**src/rtl/snn_ctrl_pkg.sv**
```systemverilog
// Shared definitions for the spiking-network inference controller:
// command opcodes, status-word bit positions and the controller FSM states.
package snn_ctrl_pkg;

  localparam logic [2:0] OP_NOP   = 3'd0;
  localparam logic [2:0] OP_WRITE = 3'd1;
  localparam logic [2:0] OP_CLEAR = 3'd2;
  localparam logic [2:0] OP_START = 3'd3;
  localparam logic [2:0] OP_READ  = 3'd4;

  localparam int ST_BUSY    = 31;
  localparam int ST_DONE    = 30;
  localparam int ST_SAT     = 29;
  localparam int ST_WR_ERR  = 28;
  localparam int ST_WIN_LSB = 16;
  localparam int ST_RD_LSB  = 0;

  typedef enum logic [2:0] {
    S_IDLE   = 3'd0,
    S_RUN    = 3'd1,
    S_DRAIN  = 3'd2,
    S_ARGMAX = 3'd3,
    S_DONE   = 3'd4
  } state_t;

  // A pass count of zero still streams the buffer once.
  function automatic logic [7:0] norm_passes(input logic [7:0] p);
    return (p == 8'd0) ? 8'd1 : p;
  endfunction

endpackage

```
**src/rtl/frame_buffer.sv**
```systemverilog
// Simple dual-port frame store: one write port, one synchronous read port.
// The read register parks at zero whenever no read is issued, so it can
// drive the network input directly.
module frame_buffer #(
  parameter int W      = 19,
  parameter int DEPTH  = 128,
  parameter int ADDR_W = 7
) (
  input  logic              clk,
  input  logic              rstn,
  input  logic              we,
  input  logic [ADDR_W-1:0] waddr,
  input  logic [W-1:0]      wdata,
  input  logic              re,
  input  logic [ADDR_W-1:0] raddr,
  output logic [W-1:0]      rdata
);

  logic [W-1:0] mem [DEPTH];

  // Write port; storage is not reset.
  always_ff @(posedge clk) begin
    if (we) mem[waddr] <= wdata;
  end

  // Registered read port, zero when idle.
  always_ff @(posedge clk or negedge rstn) begin
    if (!rstn)   rdata <= '0;
    else if (re) rdata <= mem[raddr];
    else         rdata <= '0;
  end

endmodule

```
**src/rtl/snn_inference_ctrl.sv**
```systemverilog
// Inference controller: buffers host-written frames, streams them into the
// external spiking network for P passes, accumulates saturating per-class
// spike counts, picks the winning class and reports via a status word.
module snn_inference_ctrl
  import snn_ctrl_pkg::*;
#(
  parameter int IN_W    = 19,
  parameter int OUT_N   = 10,
  parameter int DEPTH   = 128,
  parameter int ADDR_W  = 7,
  parameter int CNT_W   = 12,
  parameter int NET_LAT = 1
) (
  input  logic             clk,
  input  logic             rstn,
  input  logic             cmd_valid,
  input  logic [31:0]      data_in,
  output logic [31:0]      data_out,
  output logic [IN_W-1:0]  net_i,
  input  logic [OUT_N-1:0] net_o
);

  localparam logic [ADDR_W:0] DEPTH_C   = (ADDR_W+1)'(DEPTH);
  localparam logic [ADDR_W:0] PTR_ONE   = (ADDR_W+1)'(1);
  localparam logic [4:0]      OUT_N_C   = 5'(OUT_N);
  localparam logic [3:0]      LAST_IDX  = 4'(OUT_N - 1);
  localparam logic [15:0]     NET_LAT_C = 16'(NET_LAT);

  state_t            state;
  logic [ADDR_W:0]   wr_ptr;
  logic [ADDR_W:0]   rd_addr;
  logic [7:0]        passes;
  logic [7:0]        pass_cnt;
  logic [15:0]       drain_cnt;
  logic [NET_LAT:0]  vld_pipe;
  logic [CNT_W-1:0]  count [OUT_N];
  logic [CNT_W-1:0]  cnt_next [OUT_N];
  logic [OUT_N-1:0]  cnt_full;
  logic              sat;
  logic              wr_err;
  logic              done;
  logic [3:0]        winner;
  logic [3:0]        scan_idx;
  logic [3:0]        best_idx;
  logic [CNT_W-1:0]  best_val;
  logic [15:0]       rd_reg;
  logic [15:0]       rd_sel;

  logic [2:0] op;
  logic [3:0] rd_idx;
  logic       busy;
  logic       cmd_clear;
  logic       cmd_ok;
  logic       do_write;
  logic       do_start;
  logic       do_read;
  logic       cmd_err;
  logic       rd_en;
  logic       cnt_en;
  logic       sat_hit;
  logic       last_read;
  logic       unused_payload;

  // Saturating add of one spike bit to a class counter.
  function automatic logic [CNT_W-1:0] sat_inc(input logic [CNT_W-1:0] c, input logic s);
    if (s && (&c)) return c;
    return c + {{(CNT_W-1){1'b0}}, s};
  endfunction

  assign op             = data_in[31:29];
  assign rd_idx         = data_in[3:0];
  assign unused_payload = ^data_in;

  assign busy      = (state == S_RUN) || (state == S_DRAIN) || (state == S_ARGMAX);
  assign cmd_clear = cmd_valid && (op == OP_CLEAR);
  assign cmd_ok    = cmd_valid && !busy;
  assign do_write  = cmd_ok && (op == OP_WRITE) && (wr_ptr != DEPTH_C);
  assign do_start  = cmd_ok && (op == OP_START) && (wr_ptr != '0);
  assign do_read   = cmd_ok && (op == OP_READ);
  assign cmd_err   = cmd_ok && (((op == OP_WRITE) && (wr_ptr == DEPTH_C)) ||
                                ((op == OP_START) && (wr_ptr == '0)));
  assign rd_en     = (state == S_RUN) && !cmd_clear;
  assign cnt_en    = vld_pipe[NET_LAT] && !cmd_clear;
  assign sat_hit   = cnt_en && (|(net_o & cnt_full));
  assign last_read = (rd_addr == (wr_ptr - PTR_ONE));

  frame_buffer #(
    .W      (IN_W),
    .DEPTH  (DEPTH),
    .ADDR_W (ADDR_W)
  ) u_frame_buffer (
    .clk   (clk),
    .rstn  (rstn),
    .we    (do_write),
    .waddr (wr_ptr[ADDR_W-1:0]),
    .wdata (data_in[IN_W-1:0]),
    .re    (rd_en),
    .raddr (rd_addr[ADDR_W-1:0]),
    .rdata (net_i)
  );

  // Next counter values and per-class saturation flags.
  always_comb begin
    cnt_full = '0;
    for (int c = 0; c < OUT_N; c++) begin
      cnt_next[c] = sat_inc(count[c], net_o[c]);
      cnt_full[c] = &count[c];
    end
  end

  // Zero-extended counter selected by a READ; out-of-range classes read 0.
  always_comb begin
    rd_sel = '0;
    if ({1'b0, rd_idx} < OUT_N_C) rd_sel = 16'(count[rd_idx]);
  end

  // Valid tags follow each buffer read to the cycle its response is sampled.
  always_ff @(posedge clk or negedge rstn) begin
    if (!rstn) begin
      vld_pipe <= '0;
    end else if (cmd_clear) begin
      vld_pipe <= '0;
    end else begin
      vld_pipe[0] <= rd_en;
      for (int k = 1; k <= NET_LAT; k++) vld_pipe[k] <= vld_pipe[k-1];
    end
  end

  // Per-class spike counters with sticky saturation flag.
  always_ff @(posedge clk or negedge rstn) begin
    if (!rstn) begin
      for (int c = 0; c < OUT_N; c++) count[c] <= '0;
      sat <= 1'b0;
    end else if (cmd_clear || do_start) begin
      for (int c = 0; c < OUT_N; c++) count[c] <= '0;
      sat <= 1'b0;
    end else if (cnt_en) begin
      for (int c = 0; c < OUT_N; c++) count[c] <= cnt_next[c];
      if (sat_hit) sat <= 1'b1;
    end
  end

  // Command handling and run sequencing FSM.
  always_ff @(posedge clk or negedge rstn) begin
    if (!rstn) begin
      state     <= S_IDLE;
      wr_ptr    <= '0;
      rd_addr   <= '0;
      passes    <= 8'd1;
      pass_cnt  <= '0;
      drain_cnt <= '0;
      scan_idx  <= '0;
      best_idx  <= '0;
      best_val  <= '0;
      winner    <= '0;
      done      <= 1'b0;
      wr_err    <= 1'b0;
      rd_reg    <= '0;
    end else if (cmd_clear) begin
      state   <= S_IDLE;
      wr_ptr  <= '0;
      rd_addr <= '0;
      winner  <= '0;
      done    <= 1'b0;
      wr_err  <= 1'b0;
    end else begin
      if (do_write) wr_ptr <= wr_ptr + PTR_ONE;
      if (cmd_err)  wr_err <= 1'b1;
      if (do_read)  rd_reg <= rd_sel;
      if (do_start) begin
        if (state == S_DONE) winner <= best_idx;
        state    <= S_RUN;
        passes   <= norm_passes(data_in[7:0]);
        pass_cnt <= '0;
        rd_addr  <= '0;
        done     <= 1'b0;
      end else begin
        case (state)
          S_IDLE: state <= S_IDLE;
          S_RUN: begin
            if (last_read) begin
              rd_addr <= '0;
              if (pass_cnt == (passes - 8'd1)) begin
                state     <= S_DRAIN;
                drain_cnt <= '0;
              end else begin
                pass_cnt <= pass_cnt + 8'd1;
              end
            end else begin
              rd_addr <= rd_addr + PTR_ONE;
            end
          end
          S_DRAIN: begin
            if (drain_cnt == NET_LAT_C) begin
              state    <= S_ARGMAX;
              scan_idx <= '0;
              best_idx <= '0;
              best_val <= '0;
            end else begin
              drain_cnt <= drain_cnt + 16'd1;
            end
          end
          S_ARGMAX: begin
            if (count[scan_idx] > best_val) begin
              best_val <= count[scan_idx];
              best_idx <= scan_idx;
            end
            if (scan_idx == LAST_IDX) state <= S_DONE;
            else                      scan_idx <= scan_idx + 4'd1;
          end
          S_DONE: begin
            done   <= 1'b1;
            winner <= best_idx;
            state  <= S_IDLE;
          end
          default: state <= S_IDLE;
        endcase
      end
    end
  end

  // Status word assembly from registered fields.
  always_comb begin
    data_out                      = '0;
    data_out[ST_BUSY]             = busy;
    data_out[ST_DONE]             = done;
    data_out[ST_SAT]              = sat;
    data_out[ST_WR_ERR]           = wr_err;
    data_out[ST_WIN_LSB +: 4]     = winner;
    data_out[ST_RD_LSB +: 16]     = rd_reg;
  end

endmodule

```
**config.mk**
```make
export PLATFORM = sky130hd
export DESIGN_NAME = snn_inference_ctrl
export DESIGN_NICKNAME = d
export VERILOG_FILES = /design/src/rtl/snn_ctrl_pkg.sv /design/src/rtl/frame_buffer.sv /design/src/rtl/snn_inference_ctrl.sv
export SDC_FILE = /design/constraint.sdc
export NUM_CORES = 2
export LEC_CHECK = 0
export BUFFER_PORTS_ARGS = -buffer_cell sky130_fd_sc_hd__buf_2
export CAP_MARGIN = 5
export CORE_ASPECT_RATIO = 0.9
export CORE_MARGIN = 3
export CORE_UTILIZATION = 55
export CTS_CLUSTER_DIAMETER = 50
export DETAILED_ROUTE_END_ITERATION = 12
export PLACE_DENSITY = 0.74
export SLEW_MARGIN = 20
export SYNTH_ARGS = -nofsm -noshare
export SYNTH_HDL_FRONTEND = slang
export SYNTH_SLANG_ARGS = --single-unit
```
**constraint.sdc**
```tcl
create_clock -name clk -period 4.25 [get_ports clk]
set_clock_uncertainty 0.1 [all_clocks]
set_input_delay 0.2125 -clock clk [delete_from_list [all_inputs] [get_ports clk]]
set_output_delay 0.2125 -clock clk [all_outputs]
set_load 0.005 [all_outputs]
```
-- After elaboration in Yosys (flattened, before gate mapping)
Memories as Yosys holds them, arrays and structs flattened.
Cells that the tools add are included.
- flip-flop bits (word level): 235
- bits in writable memories: 2432
- input port bits: 45
- output and inout port bits: 51
- memories: 1
- memories (name ; words ; width ; read ports ; clocked after memory_dff ; wr ports ; RTL line ; text):
    u_frame_buffer.mem ; 128 ; 19 ; 1 ; 0 ; 1 ; frame_buffer.sv:19 ; logic [W-1:0] mem [DEPTH];
- add/sub/neg operators: 17
- order comparisons: 4
- eq/ne operators: 35
- multiplexer cells: 73
- bitwise gates (word level): 5
- reduce and logical (&&, ||, !) cells: 72
- operators by type and width (cell ; number):
    $mux 120 ; 2
    $mux 12 ; 17
    $add 12x1->12 ; 10
    $reduce_and 12->1 ; 10
    $bmux 12 s4 ; 2
    $mux 8 ; 11
    $mux 16 ; 3
    $pmux 16 s2 ; 1
    $ne 3x2->1 const B ; 10
    $reduce_and 2->1 ; 13
    $add 8x1->8 const B ; 3
    $pmux 12 s2 ; 1
    $logic_and 1x1->1 ; 23
    $mux 1 ; 20
    $mux 4 ; 5
    $mux 19 ; 1
    $mux 3 ; 6
    $reduce_bool 2->1 ; 9
    $add 16x1->16 const B ; 1
    $eq 16x1->1 const B ; 1
    $eq 8x8->1 ; 2
    $logic_not 8->1 ; 2
    $pmux 4 s2 ; 2
    $sub 8x1->8 const B ; 2
    other kinds (27) ; 49

-- Logic depth before layout (Yosys ltp)
- depth after elaboration: 10
- gate-level depth with buffers: 15

-- Modules after synthesis
A second synthesis with hierarchy kept.
- cells, all modules: 5749
- area, all modules: 106723.6 um^2
- modules (own cells, without submodules) (module ; instances ; cells an instance ; area an instance (um^2)):
    frame_buffer ; 1 ; 4364 ; 93425.9
    snn_inference_ctrl ; 1 ; 1385 ; 13297.8

-- Least setup slack after synthesis
No wires, ideal clock.
- kind: reg2reg
- start point: register state[1]
- end point: memory u_frame_buffer.mem[64][0] (enable)
- arrival time: 3.215 ns
- data required time: 3.706 ns
- path slack: 0.492 ns
- cell stages (with the launch flop): 7
- buffers on the path: 1
- clock period less this slack: 3.758 ns
- path through: dfrtp_1 clkbuf_1 o21bai_1 nand2_1 nor4b_2 nand2_1 nor4_1
- longest elaborated chain between the ends: 9
- elaborated cells between the ends (all ways): 11
- RTL lines (item ; RTL line ; text):
    start: declaration ; snn_inference_ctrl.sv:29 ; state_t state;
    start signal: assignment ; snn_inference_ctrl.sv:146 ; state <= S_IDLE;
    start signal: assignment ; snn_inference_ctrl.sv:160 ; state <= S_IDLE;
    start signal: assignment ; snn_inference_ctrl.sv:172 ; state <= S_RUN;
    $eq 3x1->1 / $eq 3x2->1 (equally long branches) ; snn_inference_ctrl.sv:74 ; assign busy = (state == S_RUN) || (state == S_DRAIN) || (state == S_ARGMAX);
    $logic_or 1x1->1 ; snn_inference_ctrl.sv:74 ;
    $logic_or 1x1->1 * ; snn_inference_ctrl.sv:74 ;
    $logic_not 1->1 * ; snn_inference_ctrl.sv:76 ; assign cmd_ok = cmd_valid && !busy;
    $logic_and 1x1->1 * ; snn_inference_ctrl.sv:76 ;
    $logic_and 1x1->1 * (2 in a row) ; snn_inference_ctrl.sv:77 ; assign do_write = cmd_ok && (op == OP_WRITE) && (wr_ptr != DEPTH_C);
    $mux 1 * ; frame_buffer.sv:23 ; if (we) mem[waddr] <= wdata;
    $mux 1 (implied by the code) * ; frame_buffer.sv:23 ;
    end: declaration ; frame_buffer.sv:19 ;
Every way passes the cells marked *; elsewhere a longest branch is shown, timed or not.

-- Worst setup path after layout
- start point: register state[1]
- end point: memory u_frame_buffer.mem[26][7] (enable)
The elaborated chain is that of the path after synthesis.

==> results.toml <==
[finish]
top_regs = "u_frame_buffer.mem: 2432 flops, count: 120 flops, u_frame_buffer.rdata: 19 flops"
final_common_cell = "edfxtp_1"
largest_register_ffs = 2432
n_fill_cell = 12400
top_register = "u_frame_buffer.mem"
fin_nets = 5800
area_delta_synth_final_pct = 13.9
layout-drive-gt1-share_pct = 27.9
layout_common_cells = "edfxtp_1 (2432), mux4_2 (732), clkbuf_16 (287), buf_4 (250), dfrtp_1 (225)"

[timing]
rsz0062_at_grt = "false"
fmax_mhz = 260
slew_headroom_pct = 28.9
final_hold_viol_count = 0
hold-worst-slack_ps = 141
fin_tns_setup_ps = 0
tightest_slew_ps = 1070
post-route-min-period_ps = 3850
fin_crit_sh_pct = 90.5
setup_violations = 0
drv_slew = 0

[power]
p_seq_share_pct = 43.1
switching_share_pct = 27.3
power.switching_w = 0.0187
power_density_nw_per_um2 = 566
p_leak_nw = 40.5
p_int_w = 0.0500
pwr-share-clk_pct = 34.2
combinationalPowerShare_pct = 22.6
max-vdd-ir-drop_mv = 0.519

[setup_path]
crit_path_end_kind = "flip-flop"
worstSetupStartpointType = "flip-flop"
critPathMaxFanout = 19
path_class = "reg -> reg"
crit_arrival_ps = 4290
required_ps = 4690

[global_routing]
grtUsageMet1_pct = 39.3
grt_max_degree = 114
grt_pass1_vias = 54500
globalRoute.totalOverflow = 0
grt_use_total_pct = 26.4
antenna_found_initial = 6
use_met2_pct = 39.7
busiest_layer = "met2"
met3_usage_pct = 5.99
grt_pass1_wl_um = 382000

[clock_tree]
cts_buffers = 275
htreeDepth = 5
cts_setup_buffers = 0
cts-root-buf = "clkbuf_16"
clk_pin_slew_worst_paths_ps = 60
cts_sinks = 2663
cts_tree = "done"
clock_latency_ps = 890
clockBufferDepth = 4

[die]
rows = 152
core-area_sq_um = 192000
dieHeight_um = 424
die_width_um = 470
dieArea_sq_um = 199000
io_pins = 96
initial_core_util_pct = 55.7

[synth]
yosysWarnings = 0
synth_edf_count = 2432
syn_area_sq_um = 107000
yosysSeqAreaShare_pct = 73.9
synth_cell_types = 70
syn_area_per_cell_sq_um = 20.1
postSynthCellCount = 5317
ys.flop_type = "edfxtp_1"
async_flop_share_pct = 8.67
synth_seq_cells = 2663

[route]
drt_iter0_markers = 7898
postRouteAntennaNets = 0
wl_um = 261000
via_per_inst = 6.56
wl_per_cell_um = 31.0
dr_total_vias = 55400
drc = 0
first_pass_iters = 5

[placed_design]
port_buffers = 73
place_congestion = 0.875
dp_hpwl_um = 149000

[min_path]
min_path_type = "in -> reg"

[run]
maxCapViolations = 0

[outcome]
status = "completed"
## final cells by class
| type | count | area, sq um | area share, % |
|---|---|---|---|
| well taps | 2541 | 3180 | 2.62 |
| flip-flops and latches | 2663 | 78800 | 64.9 |
| repair buffers | 409 | 3820 | 3.14 |
| inverters | 111 | 417 | 0.343 |
| clock inverters | 108 | 1200 | 0.986 |
| diodes | 3 | 7.51 | 0.00618 |
| multi-input cells | 2254 | 26600 | 21.9 |
| clock buffers | 349 | 7440 | 6.13 |
## worst max-delay path: stages, from the launching register on
cell      delay [ps]
dfrtp_1          470
o21bai_1         280
nand2_1          170
nor4b_2          440
a21boi_2         440
nor3b_2          590
nand2_1          430
nor2_2           220
buf_4            360
## cell usage after synthesis, types with 6 or more instances
master     number  area share, %
dfrtp_1       230            5.4
a21o_1          8          0.056
nor2b_1        15          0.088
xnor2_1        52           0.43
a31oi_1         8          0.047
or3_1          23           0.13
buf_1          50           0.18
xor2_1         72           0.59
mux2i_1       186            1.7
ha_1           41           0.48
inv_1         110           0.39
and3_1         23           0.13
and4_1          7          0.057
nand3_1        49           0.23
nor3_1         44           0.21
nor2_1        309            1.1
o41ai_1         6          0.049
a22oi_1        98           0.69
a2bb2oi_1      12          0.098
o22ai_1        39           0.23
a21oi_1        50           0.23
clkbuf_1      177           0.62
nand2_1       207           0.73
buf_4          16           0.11
o221ai_1       18           0.15
edfxtp_1     2432             68
o2bb2ai_1      15           0.12
mux2_2         28           0.30
o21ai_0        59           0.28
mux4_2        732             15
nor4_1         18           0.11
nand4_1        59           0.35
buf_2          55           0.26
## cells by family after synthesis
kind of cell / after synthesis / synth area share (%)
adders and majority gates: 41 / 0.481
buffers and inverters: 411 / 1.57
muxes: 946 / 17.5
xor gates and xnor gates: 124 / 1.02
DFF: 2663 / 73.9
other: 1 / 0.00351
and+or+nand+nor: 788 / 3.39
AOI/OAI and AO/OA: 343 / 2.20
## stage by stage
step / cells / instance area [sq um] / worst slack (ps) / util (%) / total power (W)
6_report: 8438 / 122000 / 402 / 63.4 / 0.0688
5_1_grt: 8435 / 122000 / 226 / 63.4 / 0.0710
4_1_cts: 8435 / 122000 / 416 / 63.4 / 0.0691
3_5_place_dp: 7937 / 112000 / 480 / 58.7 / 0.0455
3_3_place_gp: 7937 / 112000 / 571 / 58.7 / 0.0453
2_1_floorplan: 5328 / 107000 / 492 / - / 0.0402
## worst paths after layout
kind | start | end | slack (ps) | cells after the start
max | state[1] | u_frame_buffer.mem[26][7] | 400 | 8
min | data_in[6] | u_frame_buffer.mem[112][6] | 140 | 2
max reg2reg | state[1] | u_frame_buffer.mem[26][7] | 400 | 8
min reg2reg | vld_pipe[0] | vld_pipe[1] | 370 | 1
max in group asynchronous | rstn | rd_addr[0] | 2970 | 4
min in group asynchronous | rstn | passes[0] | 370 | 3
## what timing repair did
item,in CTS,in global routing
resized for setup,0,0
hold buffers,41,0
hold endpoints to repair,1440,0
## metal layers
metal  vias up  wire length, um  part of all wire, %
met5         -                0                    0
met4         0             7810                  3.0
met3       454            29100                   11
met2      3270           122000                   47
met1     29100           103000                   39
li1      22500                -                    -
## power by group through the flow
stage | logic [W] | clock network, W | registers [W]
2_1_floorplan | 0.0104 | 0 | 0.0297
3_3_place_gp | 0.0151 | 0 | 0.0302
3_5_place_dp | 0.0154 | 0 | 0.0302
4_1_cts | 0.0156 | 0.0238 | 0.0296
5_1_grt | 0.0165 | 0.0248 | 0.0297
6_report | 0.0156 | 0.0235 | 0.0296
No activity file was read; power rests on OpenSTA's default activity.
